## config.mk

```make
export PLATFORM = sky130hd
export DESIGN_NAME = key_debounce_flat
export DESIGN_NICKNAME = d
export VERILOG_FILES = /design/src/rtl/key_pkg.sv /design/src/rtl/key_debounce_if.sv /design/src/rtl/key_debounce.sv /design/src/flat_wrapper.sv
export SDC_FILE = /design/constraint.sdc
export NUM_CORES = 1
export LEC_CHECK = 0
export ABC_AREA = 1
export BUFFER_PORTS_ARGS = -buffer_cell sky130_fd_sc_hd__buf_2
export CAP_MARGIN = 20
export CELL_PAD_IN_SITES_DETAIL_PLACEMENT = 2
export CELL_PAD_IN_SITES_GLOBAL_PLACEMENT = 2
export CORE_MARGIN = 2
export CORE_UTILIZATION = 38
export DETAILED_ROUTE_END_ITERATION = 12
export PLACE_DENSITY_LB_ADDON = 0.1
export SETUP_SLACK_MARGIN = 0.02
export SLEW_MARGIN = 20
export SYNTH_ARGS = -nofsm -noshare
export SYNTH_HDL_FRONTEND = slang
export SYNTH_SLANG_ARGS = --single-unit
```

## constraint.sdc

```tcl
create_clock -name clk -period 3.6 [get_ports clk]
set_input_delay 0.72 -clock clk [delete_from_list [all_inputs] [get_ports clk]]
set_output_delay 0.72 -clock clk [all_outputs]
set_load 0.02 [all_outputs]
```

## src/rtl/key_pkg.sv

```systemverilog
// Shared definitions for the pushbutton debounce path.
// Contents:
//   key_state_e              - 2-bit debounce FSM state encoding
//   DEBOUNCE_10MS_50M        - 10 ms of stable input at 50 MHz
//   REPEAT_DELAY_500MS_50M   - 0.5 s hold before the first auto-repeat
//   REPEAT_PERIOD_100MS_50M  - 0.1 s between later auto-repeats
package key_pkg;

    typedef enum logic [1:0] {
        IDLE         = 2'd0,
        PRESS_WAIT   = 2'd1,
        HELD         = 2'd2,
        RELEASE_WAIT = 2'd3
    } key_state_e;

    localparam int DEBOUNCE_10MS_50M       = 500000;
    localparam int REPEAT_DELAY_500MS_50M  = 25000000;
    localparam int REPEAT_PERIOD_100MS_50M = 5000000;

endpackage

```

## src/rtl/key_debounce_if.sv

```systemverilog
// Signal bundle between a key source and its debouncer.
// Signals:
//   in_sync       - synchronized raw key level (source -> debouncer)
//   level         - debounced pressed level, 1 = pressed
//   press_pulse   - one-cycle strobe on an accepted press
//   release_pulse - one-cycle strobe on an accepted release
//   repeat_pulse  - one-cycle auto-repeat strobe while held
//   event_pulse   - press or repeat; the step command for control logic
// Modports:
//   master - the side that supplies in_sync and consumes the strobes
//   slave  - the debouncer itself
// The strobes carry a _pulse suffix because release, repeat and event
// are reserved words in SystemVerilog.
interface key_debounce_if;
    import key_pkg::*;

    logic in_sync;
    logic level;
    logic press_pulse;
    logic release_pulse;
    logic repeat_pulse;
    logic event_pulse;

    modport master (
        output in_sync,
        input  level,
        input  press_pulse,
        input  release_pulse,
        input  repeat_pulse,
        input  event_pulse
    );

    modport slave (
        input  in_sync,
        output level,
        output press_pulse,
        output release_pulse,
        output repeat_pulse,
        output event_pulse
    );

endinterface

```

## src/rtl/key_debounce.sv

```systemverilog
// Debounces one synchronized pushbutton level and produces a clean
// pressed level plus press, release, auto-repeat and step-event strobes.
// A level change is accepted only after the new level has been seen on
// DEBOUNCE_CYCLES+1 consecutive edges; any bounce sends the FSM back to
// its origin state with no partial credit.
// Ports:
//   clk   - 50 MHz system clock
//   reset - asynchronous, active-high reset
//   key   - key_debounce_if.slave (in_sync in, level and strobes out)
// All outputs are registered. REPEAT_PERIOD is expected to be no larger
// than REPEAT_DELAY so that the repeat reload value stays non-negative.
module key_debounce
    import key_pkg::*;
#(
    parameter int DEBOUNCE_CYCLES = DEBOUNCE_10MS_50M,
    parameter bit REPEAT_EN       = 1'b1,
    parameter int REPEAT_DELAY    = REPEAT_DELAY_500MS_50M,
    parameter int REPEAT_PERIOD   = REPEAT_PERIOD_100MS_50M,
    parameter bit ACTIVE_LOW      = 1'b1
) (
    input  logic           clk,
    input  logic           reset,
    key_debounce_if.slave  key
);

    localparam int DCNT_W = $clog2(DEBOUNCE_CYCLES + 1);
    localparam int RCNT_W = $clog2(REPEAT_DELAY + 1);

    localparam logic [DCNT_W-1:0] DCNT_LAST   = DCNT_W'(DEBOUNCE_CYCLES - 1);
    localparam logic [DCNT_W-1:0] DCNT_ONE    = DCNT_W'(1);
    localparam logic [RCNT_W-1:0] RCNT_FIRE   = RCNT_W'(REPEAT_DELAY - 1);
    localparam logic [RCNT_W-1:0] RCNT_RELOAD = RCNT_W'(REPEAT_DELAY - REPEAT_PERIOD);
    localparam logic [RCNT_W-1:0] RCNT_ONE    = RCNT_W'(1);

    key_state_e        state_q, state_d;
    logic [DCNT_W-1:0] dcnt_q, dcnt_d;
    logic [RCNT_W-1:0] rcnt_q, rcnt_d;
    logic              level_q, level_d;
    logic              press_q, press_d;
    logic              release_q, release_d;
    logic              repeat_q, repeat_d;
    logic              event_q, event_d;
    logic              p;

    // Internal pressed level, independent of the board's key polarity.
    assign p = key.in_sync ^ ACTIVE_LOW;

    // Next-state and strobe logic. The repeat strobe fires on the edge
    // where rcnt would reach REPEAT_DELAY; the counter is reloaded so the
    // same compare value is hit again REPEAT_PERIOD edges later.
    always_comb begin
        state_d   = state_q;
        dcnt_d    = dcnt_q;
        rcnt_d    = rcnt_q;
        press_d   = 1'b0;
        release_d = 1'b0;
        repeat_d  = 1'b0;

        case (state_q)
            IDLE: begin
                if (p) begin
                    state_d = PRESS_WAIT;
                    dcnt_d  = '0;
                end
            end
            PRESS_WAIT: begin
                if (!p) begin
                    state_d = IDLE;
                end else if (dcnt_q == DCNT_LAST) begin
                    state_d = HELD;
                    press_d = 1'b1;
                    rcnt_d  = '0;
                end else begin
                    dcnt_d = dcnt_q + DCNT_ONE;
                end
            end
            HELD: begin
                if (!p) begin
                    state_d = RELEASE_WAIT;
                    dcnt_d  = '0;
                end else if (REPEAT_EN) begin
                    if (rcnt_q == RCNT_FIRE) begin
                        repeat_d = 1'b1;
                        rcnt_d   = RCNT_RELOAD;
                    end else begin
                        rcnt_d = rcnt_q + RCNT_ONE;
                    end
                end
            end
            RELEASE_WAIT: begin
                // rcnt is left untouched so a release bounce does not
                // restart the repeat schedule.
                if (p) begin
                    state_d = HELD;
                end else if (dcnt_q == DCNT_LAST) begin
                    state_d   = IDLE;
                    release_d = 1'b1;
                end else begin
                    dcnt_d = dcnt_q + DCNT_ONE;
                end
            end
            default: begin
                state_d = IDLE;
            end
        endcase

        level_d = (state_d == HELD) || (state_d == RELEASE_WAIT);
        event_d = press_d | repeat_d;
    end

    // State, counters and registered outputs; reset clears everything
    // immediately so an in-flight wait or repeat is dropped silently.
    always_ff @(posedge clk or posedge reset) begin
        if (reset) begin
            state_q   <= IDLE;
            dcnt_q    <= '0;
            rcnt_q    <= '0;
            level_q   <= 1'b0;
            press_q   <= 1'b0;
            release_q <= 1'b0;
            repeat_q  <= 1'b0;
            event_q   <= 1'b0;
        end else begin
            state_q   <= state_d;
            dcnt_q    <= dcnt_d;
            rcnt_q    <= rcnt_d;
            level_q   <= level_d;
            press_q   <= press_d;
            release_q <= release_d;
            repeat_q  <= repeat_d;
            event_q   <= event_d;
        end
    end

    assign key.level         = level_q;
    assign key.press_pulse   = press_q;
    assign key.release_pulse = release_q;
    assign key.repeat_pulse  = repeat_q;
    assign key.event_pulse   = event_q;

endmodule
```

## src/flat_wrapper.sv

```systemverilog
// flat-port wrapper written by rule: the top's interface ports become plain ports
module key_debounce_flat import key_pkg::*;
#(
    parameter int DEBOUNCE_CYCLES = DEBOUNCE_10MS_50M,
    parameter bit REPEAT_EN       = 1'b1,
    parameter int REPEAT_DELAY    = REPEAT_DELAY_500MS_50M,
    parameter int REPEAT_PERIOD   = REPEAT_PERIOD_100MS_50M,
    parameter bit ACTIVE_LOW      = 1'b1
)
  (clk, reset, key_in_sync, key_level, key_press_pulse, key_release_pulse, key_repeat_pulse, key_event_pulse);
  key_debounce_if key_i ();
  input  logic clk;
  input  logic reset;
  input wire logic [$bits(key_i.in_sync)-1:0] key_in_sync;
  output wire logic [$bits(key_i.level)-1:0] key_level;
  output wire logic [$bits(key_i.press_pulse)-1:0] key_press_pulse;
  output wire logic [$bits(key_i.release_pulse)-1:0] key_release_pulse;
  output wire logic [$bits(key_i.repeat_pulse)-1:0] key_repeat_pulse;
  output wire logic [$bits(key_i.event_pulse)-1:0] key_event_pulse;
  assign key_i.in_sync = key_in_sync;
  assign key_level = key_i.level;
  assign key_press_pulse = key_i.press_pulse;
  assign key_release_pulse = key_i.release_pulse;
  assign key_repeat_pulse = key_i.repeat_pulse;
  assign key_event_pulse = key_i.event_pulse;
  key_debounce #(.DEBOUNCE_CYCLES(DEBOUNCE_CYCLES), .REPEAT_EN(REPEAT_EN), .REPEAT_DELAY(REPEAT_DELAY), .REPEAT_PERIOD(REPEAT_PERIOD), .ACTIVE_LOW(ACTIVE_LOW)) u_core (.clk(clk), .reset(reset), .key(key_i));
endmodule
```

==> results.toml, run 1 <==
[critical_path]
ff2ff_path_depth = 8
path_depth = 8
critPathSlowestCell = "dfrtp_1"
critPathLaunchType = "flop"
crit_fanout = 23
crit_required_ns = 3.79
crit_chain = "nor2_4, inv_2, nor2_4, inv_6, nand2_2, inv_2, nand2_1, o21ai_1"
worst_path_largest_cell_delay_ns = 0.51
critPathBufInv = 3
critPathKind = "flop to flop"
worstPathArrival_ns = 2.71
crit_path_end_kind = "flop"
crit_family = "simple AND/OR/NAND/NOR gates"

[clock_tree]
cts_num_sinks = 51
cts_setup_buffers = 0
clockBufferDepth = 2
post_cts_resized = 0
numCtsBuffers = 5
cts-hold-fix-buffers = 0
htreeDepth = 2
clkLatencyLatePin_ns = 0.32
clockRootBuffer = "clkbuf_8"
cts_tree = "done"
clkTransAtPathRegs_ns = 0.11

[sta]
rsz0062_at_grt = "no"
setup_viol = 0
tns_ns = 0
post-route-period-util_pct = 70.0
slew_headroom_pct = 44.9
timing.fmax_mhz = 397
hold_viol_final = 0
period_needed_ns = 2.52
fin_skew_ns = 0.0104
slew_viol_final = 0
worst_pin_slew_ns = 0.826

[placement]
portBuffers = 7
dp.final_hpwl_um = 8010
dpl.cell_count = 614
place_congestion = 0.814

[routing]
vias = 3302
ant_nets = 0
wl_um = 10700
drt_iter0_drc = 125
firstDrtPassIters = 4
drc = 0
routed_via_density = 5.31
route.detailed.wl_per_inst_um = 17.2

[flow_run]
drv_cap = 0

[synthesis]
post_synth_main_area_contributors = "dfrtp_1, nand2_1, nand3_1"
synth_cell_types = 28
synth_flop_cell = "dfrtp_1"
syn_nets = 513
synth_edf_count = 0
ys_ff_latch = 51
ys_seq_area_share_pct = 38.3
yosysTopAreaCell = "dfrtp_1"
synthTopCellsByCount = "nand2_1, inv_1, nor2_1"
ys_warn_count = 0
async_reset_ff_share_pct = 100
netlist.area_leader.share_pct = 38.3
synth_most_common_cell = "nand2_1"
synthCells = 508
syn_area_um2 = 3330
avgSynthCellArea_um2 = 6.56

[power_and_ir_drop]
power.internal_w = 0.000796
power_density_nw_per_um2 = 322
p_leak_nw = 1.63
pwr-share-comb_pct = 10.6
power.switching_w = 0.000344
switching_share_pct = 30.2
p_seq_share_pct = 56.3
peakVddDrop_v = 0.000162
pwr-share-clk_pct = 33.1

[global_route]
gr-total-overflow = 0
grt_pass1_wl_um = 18400
antenna_found_initial = 0
track_usage_pct = 23.7
grt_max_degree = 35
grt_pass1_vias = 3710

[floorplan]
die-area_um2 = 9540
core_um2 = 8590
initial_core_util_pct = 38.8
fp.dieH_um = 97.7
ios = 8
row_count = 34
die_w_um = 97.7

[outcome]
run_status = "complete, no violations"

[layout]
drive_gt1_share_pct = 7.39
regArea_um2 = 1280
n_antenna_cell = 0
layout.nets = 518
area_growth_pct = 6.30
multiInputGateArea_um2 = 1690
instances_no_fill = 622
fill_cells = 1073

[hold_path]
hold_path.class = "primary input to async pin"
## through the flow
step | area (um^2) | util [%] | setup WS (ns) | power [W] | hold slack [ns]
2_1_floorplan | 3330 | - | 1.65 | 0.000737 | 0.492
3_3_place_gp | 3450 | 40.1 | 1.18 | 0.000766 | 0.531
3_5_place_dp | 3450 | 40.1 | 1.09 | 0.000776 | 0.546
4_1_cts | 3540 | 41.2 | 1.02 | 0.00115 | 0.573
5_1_grt | 3540 | 41.2 | 0.926 | 0.00119 | 0.598
6_report | 3540 | 41.2 | 1.08 | 0.00114 | 0.546
## metal layers
layer	routed length (um)	vias up	part of all wire, %	track usage, %
li1	-	1617	-	-
met5	0	-	0	0
met4	80	0	0.75	4.38
met3	95	9	0.89	2.73
met1	4530	1664	42	27.7
met2	5980	12	56	46.2
## worst register-to-register path: cells and delay by family, from the launching register on
| kind | cells | cell delay, ns |
|---|---|---|
| compound gates | 1 | 0.08 |
| buf+inv | 3 | 0.50 |
| flops | 1 | 0.51 |
| simple gates | 4 | 1.31 |
## cells by family after synthesis
| kind of cell | Yosys count | synth area share (%) |
|---|---|---|
| simple gates | 316 | 41.2 |
| buf+inv | 86 | 10.9 |
| flops | 51 | 38.3 |
| compound gates | 45 | 6.79 |
| xor+xnor | 8 | 2.10 |
| fa+ha+maj | 2 | 0.750 |
## sequential cells by signal, indices dropped and copies added (netlist names)
name and flops:
u_core.dcnt_q 19, u_core.key.event_pulse 1, u_core.key.level 1, u_core.key.press_pulse 1, u_core.key.release_pulse 1, u_core.key.repeat_pulse 1, u_core.rcnt_q 25, u_core.state_q 2
## power groups by stage
| stage | Sequential, W | Clock [W] | Combinational (W) |
|---|---|---|---|
| after floorplan | 0.000637 | 0 | 0.000100 |
| after global placement | 0.000651 | 0 | 0.000115 |
| after detailed placement | 0.000653 | 0 | 0.000123 |
| after CTS | 0.000642 | 0.000389 | 0.000124 |
| after global routing | 0.000648 | 0.000403 | 0.000143 |
| final | 0.000641 | 0.000378 | 0.000121 |
## area by class of cell
| cell class | instances | area share, % |
|---|---|---|
| inverters | 74 | 7.98 |
| well taps | 108 | 3.81 |
| clock buffers | 6 | 2.33 |
| flip-flops and latches | 51 | 36.0 |
| repair buffers | 10 | 1.62 |
| multi-input cells | 371 | 47.8 |
| clock inverters | 2 | 0.459 |
## path summary, 6_finish.rpt
path	startpoint	to	slack, ns
worst max-delay path	u_core.state_q[0]	u_core.rcnt_q[15]	1.08
worst min-delay path	reset	u_core.rcnt_q[11]	0.55
worst max register to register	u_core.state_q[0]	u_core.rcnt_q[15]	1.08
worst min register to register	u_core.rcnt_q[1]	u_core.rcnt_q[1]	0.56
max in group asynchronous	reset	u_core.rcnt_q[10]	2.30
min in group clk	u_core.rcnt_q[1]	u_core.rcnt_q[1]	0.56
## placed cells by master, fill, tap and decap left out, drive strengths merged
| cell | count |
|---|---|
| a21oi | 1 |
| and2 | 1 |
| buf | 10 |
| clkbuf | 6 |
| clkinv | 1 |
| clkinvlp | 1 |
| dfrtp | 51 |
| ha | 2 |
| inv | 74 |
| nand2 | 158 |
| nand3 | 54 |
| nand3b | 1 |
| nand4 | 22 |
| nor2 | 72 |
| nor3 | 6 |
| o21ai | 43 |
| o22ai | 1 |
| or2 | 2 |
| xnor2 | 2 |
| xor2 | 6 |
(Power assumes the default switching activity.)
==> run 2: changes to the inputs <==
--- a/config.mk
+++ b/config.mk
@@ -11,7 +11,7 @@
 export CELL_PAD_IN_SITES_DETAIL_PLACEMENT = 2
 export CELL_PAD_IN_SITES_GLOBAL_PLACEMENT = 2
 export CORE_MARGIN = 2
-export CORE_UTILIZATION = 38
+export CORE_UTILIZATION = 32
 export DETAILED_ROUTE_END_ITERATION = 12
 export PLACE_DENSITY_LB_ADDON = 0.1
 export SETUP_SLACK_MARGIN = 0.02
==> constraint.sdc (replaced) <==
create_clock -name clk -period 2.2 [get_ports clk]
set_input_delay 0.44 -clock clk [delete_from_list [all_inputs] [get_ports clk]]
set_output_delay 0.44 -clock clk [all_outputs]
set_load 0.02 [all_outputs]
==> results.toml, run 2 (synthesis gave the netlist of run 1 again) <==
[clock_tree]
htreeDepth = 2
clkLatencyLatePin_ns = 0.32
cts_tree = "done"
clockBufferDepth = 2
clockRootBuffer = "clkbuf_8"
cts_setup_buffers = 0
numCtsBuffers = 5
clkTransAtPathRegs_ns = 0.10
cts_num_sinks = 51

[critical_path]
critPathKind = "flop to flop"
crit_required_ns = 2.46
ff2ff_setup_slack_ns = 0.29
critPathSlowestCell = "dfrtp_2"
critPathLaunchType = "flop"
timing.rr.start = "u_core.rcnt_q[0]"
crit_chain = "ha_1, nand2_1, nor2_1, nand2_1, nor2_2, inv_1, nand2_1, nand2_1, nor2_1, nand3_1, nand2_1"
worst_path_largest_cell_delay_ns = 0.45
worstPathArrival_ns = 2.17
ff2ff_path_depth = 11
crit_top_cell = "nand2_1"
crit_path_end_kind = "flop"
rr_endpoint = "u_core.rcnt_q[14]"
crit_fanout = 8

[sta]
post-route-period-util_pct = 86.8
hold_viol_final = 0
rsz0062_at_grt = "no"
period_needed_ns = 1.91
slew_viol_final = 0
worst_pin_slew_ns = 0.598
setup_viol = 0
fin_skew_ns = 0.0123
layout_setup_ws_ns = 0.289
slew_headroom_pct = 60.0
timing.fmax_mhz = 523
whs_ns = 0.165

[routing]
drt_iter0_drc = 52
drc = 0
routed_via_density = 4.99
route.detailed.wl_per_inst_um = 16.1
firstDrtPassIters = 4
wl_um = 10700
vias = 3321
ant_nets = 0

[layout]
n_antenna_cell = 0
finish.utilization_pct = 36.7
drive_gt1_share_pct = 10.2
instances_no_fill = 666
area_growth_pct = 12.5
layout_common_cells = "nand2_1, inv_1, nor2_1"
layout.nets = 534
largest_reg_flops = 25
top_register = "u_core.rcnt_q"
largest_registers = "u_core.rcnt_q (25), u_core.dcnt_q (19), u_core.state_q (2)"
fill_cells = 1275
layout_commonest_cell = "nand2_1"

[global_route]
antenna_found_initial = 0
grt_pass1_vias = 3687
grt_pass1_wl_um = 18800
gr-total-overflow = 0
grt_max_degree = 52
track_usage_pct = 20.9

[floorplan]
initial_core_util_pct = 32.6
core_um2 = 10200
row_count = 37
ios = 8
die-area_um2 = 11300
fp.dieH_um = 106
die_w_um = 106

[power_and_ir_drop]
p_leak_nw = 1.74
power_density_nw_per_um2 = 554
peakVddDrop_v = 0.000223

[flow_run]
drv_cap = 0

[placement]
dp.final_hpwl_um = 8280
portBuffers = 7
post-place-ws_ns = -0.0515
dpl.cell_count = 658
place_congestion = 0.843

[hold_path]
hold_path.class = "primary input to async pin"

[outcome]
run_status = "complete, no violations"
[run 2: changes by cell type in the layout (fill, tap and decap cells not counted), sizes merged]
cell	previous run	this run
buf	10	26
bufinv	0	2
clkinv	1	0
clkinvlp	1	0
[run 2: worst max-delay path: cells and delay by family (launching register included)]
kind	cells	cell delay [ns]
flip-flops	1	0.45
adder cells (fa/ha/maj)	1	0.22
AND/OR/NAND/NOR	9	1.06
buffers and inverters	1	0.13
[run 2: per-layer routing]
metal	up-vias	global-route usage, %	share of wire (%)
li1	1650	-	-
met4	0	4.51	1.0
met3	7	2.51	0.92
met2	8	40.0	54
met5	-	0	0
met1	1656	24.9	44
[run 2: timing repair]
action | 4_1_cts | 5_1_grt
hold buffers | 0 | 0
gates resized for setup | 1 | 1
endpoints found under the setup margin | 9 | 5
[run 2: per-stage QoR]
| step | TNS (ns) | power, W | area [um^2] |
|---|---|---|---|
| after floorplan | 0 | 0.00121 | 3330 |
| after global placement | 0 | 0.00128 | 3610 |
| after detailed placement | -0.218 | 0.00129 | 3610 |
| after CTS | 0 | 0.00212 | 3750 |
| after global routing | 0 | 0.00218 | 3750 |
| final | 0 | 0.00208 | 3750 |
[run 2: layout make-up]
type                       instances  area [um^2]  share of cell area [%]
multi-input combinational        371         1700                    45.3
sequential                        51         1280                    34.0
inverter                          74          283                    7.54
timing repair buffer              26          190                    5.07
tap                              136          170                    4.53
clock buffer                       6         72.6                    1.93
clock inverter                     2         60.1                    1.60
[run 2: worst max-delay path by stage]
stage,from,to,depth (start not counted)
after floorplan,reset,u_core.dcnt_q[0],1
after global placement,u_core.dcnt_q[0],u_core.dcnt_q[18],9
after detailed placement,u_core.dcnt_q[0],u_core.dcnt_q[18],9
after CTS,u_core.rcnt_q[0],u_core.rcnt_q[14],11
after global routing,u_core.rcnt_q[0],u_core.rcnt_q[22],10
final,u_core.rcnt_q[0],u_core.rcnt_q[14],11
[run 2: report_power, final]
part	leakage, nW	switching, W	total [W]	internal (W)
combinational	0.985	0.000147	0.000223	0.0000754
sequential	0.687	0.0000604	0.00104	0.000984
clock	0.0654	0.000355	0.000811	0.000456
==> run 3: changes to the inputs <==
--- a/config.mk
+++ b/config.mk
@@ -8,12 +8,9 @@
 export ABC_AREA = 1
 export BUFFER_PORTS_ARGS = -buffer_cell sky130_fd_sc_hd__buf_2
 export CAP_MARGIN = 20
-export CELL_PAD_IN_SITES_DETAIL_PLACEMENT = 2
-export CELL_PAD_IN_SITES_GLOBAL_PLACEMENT = 2
 export CORE_MARGIN = 2
-export CORE_UTILIZATION = 32
+export CORE_UTILIZATION = 43
 export DETAILED_ROUTE_END_ITERATION = 12
-export PLACE_DENSITY_LB_ADDON = 0.1
 export SETUP_SLACK_MARGIN = 0.02
 export SLEW_MARGIN = 20
 export SYNTH_ARGS = -nofsm -noshare
==> results.toml, run 3 (synthesis gave the netlist of run 1 again) <==
[outcome]
run_status = "complete, no violations"

[power_and_ir_drop]
p_leak_nw = 1.64
peakVddDrop_v = 0.000216
power_density_nw_per_um2 = 497
p_total_w = 0.00176

[routing]
route.detailed.wl_per_inst_um = 13.0
drt_iter0_drc = 146
drc = 0
ant_nets = 0
routed_via_density = 5.02
wl_um = 8060
vias = 3110
firstDrtPassIters = 4

[sta]
worst_pin_slew_ns = 0.545
whs_ns = 0.173
hold_viol_final = 0
post-route-period-util_pct = 86.1
slew_headroom_pct = 63.6
fin_skew_ns = 0.00730
timing.fmax_mhz = 528
period_needed_ns = 1.90
setup_viol = 0
slew_viol_final = 0
tns_ns = 0
rsz0062_at_grt = "no"

[critical_path]
crit_fanout = 17
ff2ff_path_depth = 9
timing.rr.start = "u_core.dcnt_q[0]"
crit_family = "simple AND/OR/NAND/NOR gates"
crit_path_start = "u_core.dcnt_q[0]"
worst_path_largest_cell_delay_ns = 0.44
critPathLaunchType = "flop"
worstPathArrival_ns = 2.12
crit_required_ns = 2.43
crit_path_end_kind = "flop"
critPathBufInv = 2
critPathKind = "flop to flop"
crit_top_cell = "nor2_2"
crit_chain = "ha_1, inv_2, nor2_4, nand3_1, nor2_2, nor2_2, buf_4, nand4_1, o21ai_0"
critPathSlowestCell = "dfrtp_1"
path_depth = 9

[hold_path]
hold_path.class = "primary input to async pin"

[clock_tree]
post_cts_resized = 0
cts_tree = "done"
htreeDepth = 2
cts_num_sinks = 51
clkTransAtPathRegs_ns = 0.09
numCtsBuffers = 5
cts-hold-fix-buffers = 0
cts_setup_buffers = 0
clockRootBuffer = "clkbuf_8"
clockBufferDepth = 2
clkLatencyLatePin_ns = 0.30

[floorplan]
initial_core_util_pct = 43.8
die-area_um2 = 8480
row_count = 32
ios = 8
core_um2 = 7610
fp.dieH_um = 92.1
die_w_um = 92.1

[layout]
drive_gt1_share_pct = 7.74
layout_commonest_cell = "nand2_1"
n_antenna_cell = 0
area_growth_pct = 6.42
layout.nets = 523
largest_reg_flops = 25
top_register = "u_core.rcnt_q"
layout_common_cells = "nand2_1, inv_1, nor2_1"
largest_registers = "u_core.rcnt_q (25), u_core.dcnt_q (19), u_core.state_q (2)"

[global_route]
grt_pass1_wl_um = 14000
grt_pass1_vias = 2981
antenna_found_initial = 0
grt_max_degree = 27
gr-total-overflow = 0
track_usage_pct = 20.7

[placement]
place_congestion = 0.905
portBuffers = 7
dp.final_hpwl_um = 6040

[flow_run]
drv_cap = 0
run 3: cell count changes in the layout (fill, tap and decap cells not counted):
| cell | delta |
|---|---|
| buf_12 | -1 |
| buf_4 | -10 |
| bufinv_16 | -2 |
| dfrtp_1 | +1 |
| dfrtp_2 | -1 |
| nor2_2 | +1 |
| nor2_4 | -1 |
run 3: where the power goes:
group,internal (W),switching [W]
Clock,0.000213,0.000303
Combinational,0.0000674,0.000131
Sequential,0.000984,0.0000641
Total,0.00126,0.000498
run 3: metrics by stage:
| step | utilization (%) | cells | area, um^2 | setup slack [ns] |
|---|---|---|---|---|
| floorplan | - | 508 | 3330 | 0.530 |
| global placement | 45.7 | 613 | 3480 | 0.281 |
| detailed placement | 45.7 | 613 | 3480 | 0.310 |
| CTS | 46.6 | 619 | 3550 | 0.289 |
| global route | 46.6 | 619 | 3550 | 0.119 |
| finish | 46.6 | 619 | 3550 | 0.305 |
run 3: final cells by class:
| class | count | area [um^2] |
|---|---|---|
| clock buffer | 6 | 72.6 |
| fill | 808 | 4060 |
| inverter | 74 | 283 |
| multi-input combinational | 371 | 1690 |
| sequential | 51 | 1280 |
| tap | 102 | 128 |
| timing repair buffer | 15 | 95.1 |
run 3: routing by layer:
metal  global-route usage [%]  up-vias  wire, um
li1                         -     1622         -
met1                     25.4     1432      3690
met2                     36.8       43      3930
met3                     2.96       13       274
met4                     7.46        0       165
met5                        0        -         0
run 3: worst paths after layout:
kind                                     endpoint  slack [ns]
max                             u_core.dcnt_q[14]        0.30
min                        u_core.key.press_pulse        0.17
max reg2reg                     u_core.dcnt_q[14]        0.30
min reg2reg                      u_core.dcnt_q[1]        0.54
max in group asynchronous       u_core.rcnt_q[15]        1.40
min in group clk                u_core.state_q[1]        0.41
